$ cat config.mk
export PLATFORM = sky130hd
export DESIGN_NAME = fwd_scoreboard_unit
export DESIGN_NICKNAME = d
export VERILOG_FILES = /design/src/rtl/fwd_pkg.sv /design/src/rtl/fwd_src_match.sv /design/src/rtl/fwd_scoreboard_unit.sv
export SDC_FILE = /design/constraint.sdc
export NUM_CORES = 1
export LEC_CHECK = 0
export CAP_MARGIN = 30
export CORE_ASPECT_RATIO = 0.75
export CORE_UTILIZATION = 40
export CTS_CLUSTER_SIZE = 8
export DETAILED_ROUTE_END_ITERATION = 7
export GPL_TIMING_DRIVEN = 0
export HOLD_SLACK_MARGIN = 0.03
export PLACE_DENSITY_LB_ADDON = 0.15
export SYNTH_ARGS = -nofsm -noshare
export SYNTH_HDL_FRONTEND = slang
export SYNTH_HIERARCHICAL = 1
export SYNTH_SLANG_ARGS = --single-unit
export TNS_END_PERCENT = 20
$ cat constraint.sdc
create_clock -name clk_i -period 2.6 [get_ports clk_i]
set_input_delay 0.52 -clock clk_i [delete_from_list [all_inputs] [get_ports clk_i]]
set_output_delay 0.52 -clock clk_i [all_outputs]
set_load 0.05 [all_outputs]
$ cat src/rtl/fwd_pkg.sv
// Shared types for the forwarding scoreboard: shadow-pipeline entry layout and select encodings.
// Used by fwd_scoreboard_unit (optional FWD_STATS_EN stall counter) and fwd_src_match.
package fwd_pkg;

    // Stored rd width; wide enough for any practical register address width, zero-extended on entry.
    localparam int FWD_RD_W   = 16;
    localparam int FWD_SEL_RF = 0;

    typedef struct packed {
        logic                valid;
        logic [FWD_RD_W-1:0] rd;
        logic                load;
    } fwd_entry_t;

    function automatic fwd_entry_t make_entry(input logic valid, input logic [FWD_RD_W-1:0] rd,
                                              input logic load);
        fwd_entry_t e;
        e.valid = valid;
        e.rd    = rd;
        e.load  = load;
        return e;
    endfunction

endpackage

$ cat src/rtl/fwd_src_match.sv
// Per-operand priority encoder: picks the youngest matching in-flight write and reports
// whether that producer can already supply its data.
module fwd_src_match
    import fwd_pkg::*;
#(
    parameter int ADDR_W   = 5,
    parameter int DEPTH    = 2,
    parameter int LOAD_LAT = 1,
    parameter int SEL_W    = 2
) (
    input  fwd_entry_t [DEPTH:1]  entries,
    input  logic [ADDR_W-1:0]     src,
    output logic [SEL_W-1:0]      sel,
    output logic                  not_ready
);

    logic [FWD_RD_W-1:0] src_ext;
    logic [DEPTH:1]      hit;
    logic [DEPTH:1]      ready;

    assign src_ext = FWD_RD_W'(src);

    genvar gi;
    generate
        for (gi = 1; gi <= DEPTH; gi++) begin : g_entry
            // Register 0 is hard-wired, so it never participates in forwarding.
            assign hit[gi]   = entries[gi].valid && (entries[gi].rd == src_ext) && (src_ext != '0);
            assign ready[gi] = !entries[gi].load || (gi > LOAD_LAT);
        end
    endgenerate

    logic found;

    always_comb begin
        sel       = SEL_W'(FWD_SEL_RF);
        not_ready = 1'b0;
        found     = 1'b0;
        for (int k = 1; k <= DEPTH; k++) begin
            if (!found && hit[k]) begin
                found = 1'b1;
                // An unready youngest producer blocks forwarding even if an older entry matches.
                if (ready[k]) begin
                    sel = SEL_W'(k);
                end else begin
                    not_ready = 1'b1;
                end
            end
        end
    end

endmodule

$ cat src/rtl/fwd_scoreboard_unit.sv
// Forwarding/hazard unit with its own shadow pipeline of in-flight register writes.
// Define FWD_STATS_EN to build the saturating hazard-cycle counter on stall_cnt_o.
module fwd_scoreboard_unit
    import fwd_pkg::*;
#(
    parameter  int ADDR_W   = 5,
    parameter  int NUM_SRC  = 2,
    parameter  int DEPTH    = 2,
    parameter  int LOAD_LAT = 1,
    localparam int SEL_W    = $clog2(DEPTH + 1)
) (
    input  logic                        clk_i,
    input  logic                        rst_i,
    input  logic                        adv_i,
    input  logic                        ex_valid_i,
    input  logic [ADDR_W-1:0]           ex_rd_addr_i,
    input  logic                        ex_regwrite_i,
    input  logic                        ex_memread_i,
    input  logic [NUM_SRC*ADDR_W-1:0]   src_addr_i,
    output logic [NUM_SRC*SEL_W-1:0]    fwd_sel_o,
    output logic                        hazard_o,
    output logic [31:0]                 stall_cnt_o
);

    fwd_entry_t [DEPTH:1] entry_reg;
    fwd_entry_t [DEPTH:1] entry_next;
    logic [NUM_SRC-1:0]   not_ready;

    // Shadow pipeline: entry 1 takes the instruction leaving EX, a bubble while stalling.
    always_comb begin
        entry_next = entry_reg;
        if (adv_i) begin
            for (int k = DEPTH; k >= 2; k--) begin
                entry_next[k] = entry_reg[k-1];
            end
            entry_next[1] = make_entry(ex_valid_i & ex_regwrite_i & ~hazard_o,
                                       FWD_RD_W'(ex_rd_addr_i), ex_memread_i);
        end
    end

    always_ff @(posedge clk_i) begin
        if (rst_i) begin
            entry_reg <= '0;
        end else begin
            entry_reg <= entry_next;
        end
    end

    genvar gi;
    generate
        for (gi = 0; gi < NUM_SRC; gi++) begin : g_src
            fwd_src_match #(
                .ADDR_W   (ADDR_W),
                .DEPTH    (DEPTH),
                .LOAD_LAT (LOAD_LAT),
                .SEL_W    (SEL_W)
            ) u_match (
                .entries   (entry_reg),
                .src       (src_addr_i[gi*ADDR_W +: ADDR_W]),
                .sel       (fwd_sel_o[gi*SEL_W +: SEL_W]),
                .not_ready (not_ready[gi])
            );
        end
    endgenerate

    assign hazard_o = |not_ready;

`ifdef FWD_STATS_EN
    logic [31:0] stall_cnt_reg;
    logic [31:0] stall_cnt_next;

    always_comb begin
        stall_cnt_next = stall_cnt_reg;
        if (hazard_o && adv_i && (stall_cnt_reg != '1)) begin
            stall_cnt_next = stall_cnt_reg + 32'd1;
        end
    end

    always_ff @(posedge clk_i) begin
        if (rst_i) begin
            stall_cnt_reg <= '0;
        end else begin
            stall_cnt_reg <= stall_cnt_next;
        end
    end

    assign stall_cnt_o = stall_cnt_reg;
`else
    assign stall_cnt_o = '0;
`endif

endmodule

* Yosys cells after proc, flatten, opt, wreduce, memory -nomap -nowiden
Index checks and enable logic that the tools add are counted.
Widths: inputs -> output; s select.
** Storage, ports and cells
- Bits in registers :: 13
- Bits of input ports :: 21
- Output and inout bits :: 37
- Word-level logic and storage cells :: 37
** Cells by class
- Bitwise gates (word level) :: 3
- Equality and inequality tests :: 4
- Muxes and demuxes :: 10
- Reduce and logical (&&, ||, !) cells :: 15
** Operators with widths (count)
- $reduce_bool 16->1 :: 2
- $eq 5x5->1 :: 4
- $logic_and 1x1->1 :: 10
- $mux 1 :: 7
- $mux 2 :: 3
- $and 1x1->1 :: 2
- $logic_not 1->1 :: 2
- $reduce_or 2->1 :: 1
- $not 1->1 :: 1

* Depth between registers and ports, before layout
- Word-level depth :: 7
- Mapped depth :: 6
- Mapped depth without buffers :: 6

* Modules after synthesis
The synthesis kept the hierarchy.
** By module, submodules not included
- fwd_scoreboard_unit :: area an instance 774.5 um^2, sequential area each 280.3 um^2, instances 1, cells each 80
- fwd_src_match :: area an instance 212.7 um^2, sequential area each 0.0 um^2, instances 2, cells each 26

* Least setup slack after synthesis
OpenSTA, ideal clock, no wires.
- Kind :: input to output
- Start :: input src_addr_i[0]
- End :: output fwd_sel_o[0]
- Required time :: 2080 ps
- Stages on the path :: 3
- Arrival time :: 2331 ps
- Buffers on the path :: 0
- Slack :: -251 ps
- Cells stage by stage :: xnor2_1 > nand4_1 > nor4_1
** On the way
- Longest elaborated chain between the ends :: 7
- Elaborated cells between the ends (all ways) :: 12
- Classes of those cells :: 2 x eq/ne; 3 x mux; 7 x reduce/logical
** RTL lines
- start: declaration :: line fwd_scoreboard_unit.sv:19 : input logic [NUM_SRC*ADDR_W-1:0] src_addr_i,
- $eq 5x5->1 :: line fwd_src_match.sv:27 : assign hit[gi] = entries[gi].valid && (entries[gi].rd == src_ext) && (src_ext != '0);
- $logic_and 1x1->1 (2 in series) :: line fwd_src_match.sv:27
- $mux 1 :: line fwd_src_match.sv:39 : if (!found && hit[k]) begin
- $logic_not 1->1 :: line fwd_src_match.sv:39
- $logic_and 1x1->1 :: line fwd_src_match.sv:39
- $mux 2 * :: line fwd_src_match.sv:39
- end: declaration :: line fwd_scoreboard_unit.sv:20 : output logic [NUM_SRC*SEL_W-1:0] fwd_sel_o,
Mark *: on every way between the ends. The rest lies on a longest branch, timed or not.

* Final worst setup path
- Start :: input src_addr_i[2]
- End :: output hazard_o
** On the way
- Longest elaborated chain between the ends :: 5
- Elaborated cells between the ends (all ways) :: 6
- Classes of those cells :: 1 x eq/ne; 1 x mux; 4 x reduce/logical
** RTL lines
- $eq 5x5->1 :: line fwd_src_match.sv:27
- $logic_and 1x1->1 :: line fwd_src_match.sv:27
- $logic_and 1x1->1 * :: line fwd_src_match.sv:27
- $mux 1 * :: line fwd_src_match.sv:39
- net not_ready[0] :: line fwd_scoreboard_unit.sv:27 : logic [NUM_SRC-1:0] not_ready;
- $reduce_or 2->1 * :: line fwd_scoreboard_unit.sv:66 : assign hazard_o = |not_ready;
- end: declaration :: line fwd_scoreboard_unit.sv:21 : output logic hazard_o,
The timed path passes the listed nets; every way through them passes the cells marked *.

==> flow_summary_export.csv <==
group,metric,value,unit
cts,clockBufferDepth,2,
power,p_leak,0.8602,nW
die,die_area,0.003137,sq mm
placement,gp_congestion,0.8142,
placement,dp_cells,264,
layout,drive_above_1_share,0.2403,
synthesis,syn_inst,129,
setup_path,critPathMaxStageDelay,0.56,ns
cts,clkTransAtPathRegs,0.05,ns
setup_path,crit_required,2.08,ns
detailed_routing,drtAntennaViolNets,0,
global_route,grt-ovfl-total,0,
hold_path,holdCritPathClass,"register to register",
die,fp.dieW,64.35,um
setup_path,worst_setup_path_end_kind,"output pin",
power,power_frac_comb,0.384,
cts,hold_buffers,0,
die,design.core.area,0.002683,sq mm
layout,final_cells,269,
layout,largest_reg_flops,13,
layout,layout_commonest_cell,"conb_1",
placement,post-dp-hpwl,2117,um
cts,numCtsBuffers,3,
setup_path,crit_chain,"dlygate4sd2_1 > or4_4 > nor2_4 > nor3_2 > and2_1 > or2_4 > buf_8",
sta,setup_viol,1,
die,die_h,48.76,um
layout,layout.nets,255,
power,vdd_ir_drop_max,285.3,uV
layout,final_cell_mix,"conb_1 (76), buf_4 (35), xnor2_1 (20)",
detailed_routing,wl_per_cell,9.045,um
layout,seqCellArea,260.3,sq um
power,switching_share,0.3718,
layout,multi_input_area,915.9,sq um
detailed_routing,drc,0,
power,finalPower,0.6467,mW
flow_run,maxCapViolations,0,
layout,fillers,261,
setup_path,critPathMaxFanout,3,
status,outcome,"finished, violations left",
power,p_switching,0.2404,mW
sta,period_needed,2.638,ns
detailed_routing,drtIter0Drc,7,
cts,clk_latency,0.24,ns
placement,io_buffers,24,
cts,cts.sinks,13,
placement,place_ws,-0.8607,ns
setup_path,cp_top_family,"simple AND/OR/NAND/NOR gates",
global_route,grt_usage,0.1677,
setup_path,critPathKind,"input port to output pin",
detailed_routing,vias_per_cell,3.859,
sta,rsz0062_at_grt,"true",
layout,diodes,0,
synthesis,synthesis.area,0.001166,sq mm
die,initial_utilization,0.4347,
synthesis,syn_avg_cell_area,9.040,sq um
global_route,antenna_found_initial,0,
global_route,grt_max_degree,11,
cts,cts_root_buf,"clkbuf_8",
setup_path,crit_buf_inv,2,
setup_path,arrival,2.12,ns
global_route,first_global_vias,939,
sta,finClkSkew,0.004036,ns
setup_path,startpoint_type,"input port",
sta,final_hold_viol_count,0,
cts,cts_tree,"yes",
power,power_density,364.2,mW/mm^2
sta,timing.hold.ws,0.5480,ns
power,p_int,0.4062,mW
die,num_rows,16,
detailed_routing,vias,1038,
sta,clock.fmax,0.3790,GHz
synthesis,yosysWarnings,6,
sta,final.period_utilization,1.015,
layout,area_delta_synth_final,52.25,%
global_route,grt_pass1_wl,4036,um
detailed_routing,drt-total-wl,2433,um
sta,setup_ws,-0.03822,ns
detailed_routing,dr.pass1.iters,3,
die,pin_count,58,
power,seqPwrFrac,0.340,
power,power_frac_clock,0.275,
status,violations,"setup timing",
cts,htree_levels,1,
layout,final_util,0.6618,
sta,maxSlewViolCount,0,
setup_path,crit_slowest_cell,"or4_4",
[worst min-delay path: cells and delay by family (launching register included)]
family | cells | cell delay (ns)
flops | 1 | 0.34
simple gates | 1 | 0.09
mux | 1 | 0.08
[what timing repair did]
action	4_1_cts	5_1_grt
buffers inserted	1	0
endpoints found under the setup margin	5	3
pin swaps	1	1
resized for setup	47	0
[worst paths after layout]
| path | slack (ns) | to | depth (start not counted) | from |
|---|---|---|---|---|
| worst max-delay path | -0.04 | hazard_o | 7 | src_addr_i[2] |
| worst min-delay path | 0.55 | entry_reg[35]$_SDFFE_PP0P_ | 2 | entry_reg[35]$_SDFFE_PP0P_ |
| worst max register to register | 1.06 | entry_reg[17]$_SDFFE_PP0P_ | 6 | entry_reg[17]$_SDFFE_PP0P_ |
| worst min register to register | 0.55 | entry_reg[35]$_SDFFE_PP0P_ | 2 | entry_reg[35]$_SDFFE_PP0P_ |
[power by group through the flow]
stage / Combinational [mW] / Sequential [mW] / Clock (mW)
final: 0.249 / 0.220 / 0.178
after CTS: 0.245 / 0.220 / 0.184
after global routing: 0.264 / 0.221 / 0.198
after floorplan: 0.203 / 0.221 / 0
after detailed placement: 0.249 / 0.224 / 0
after global placement: 0.246 / 0.224 / 0
[area by class of cell]
cell class / count / share of cell area
clock buffers: 3 / 0.02326
repair buffers: 25 / 0.1283
inverters: 1 / 0.002114
multi-input cells: 155 / 0.5159
clock inverters: 1 / 0.002819
well taps: 36 / 0.02537
flip-flops and latches: 13 / 0.1466
plain buffers: 35 / 0.1557
[metal layers]
metal / GRT usage / up-vias / part of all wire
met1: 0.1909 / 440 / 0.43
met5: 0 / - / 0
met2: 0.2895 / 39 / 0.49
met4: 0.05556 / 0 / 0.014
li1: - / 555 / -
met3: 0.05896 / 4 / 0.071
[per-stage QoR]
step | TNS [ns] | cell area (sq um)
CTS | -0.04988 | 1775
floorplan | -0.4907 | 1454
detailed placement | -3.622 | 1739
finish | -0.03822 | 1775
global route | -0.1364 | 1775
global placement | -3.561 | 1739
No activity file was read; power rests on OpenSTA's default activity.
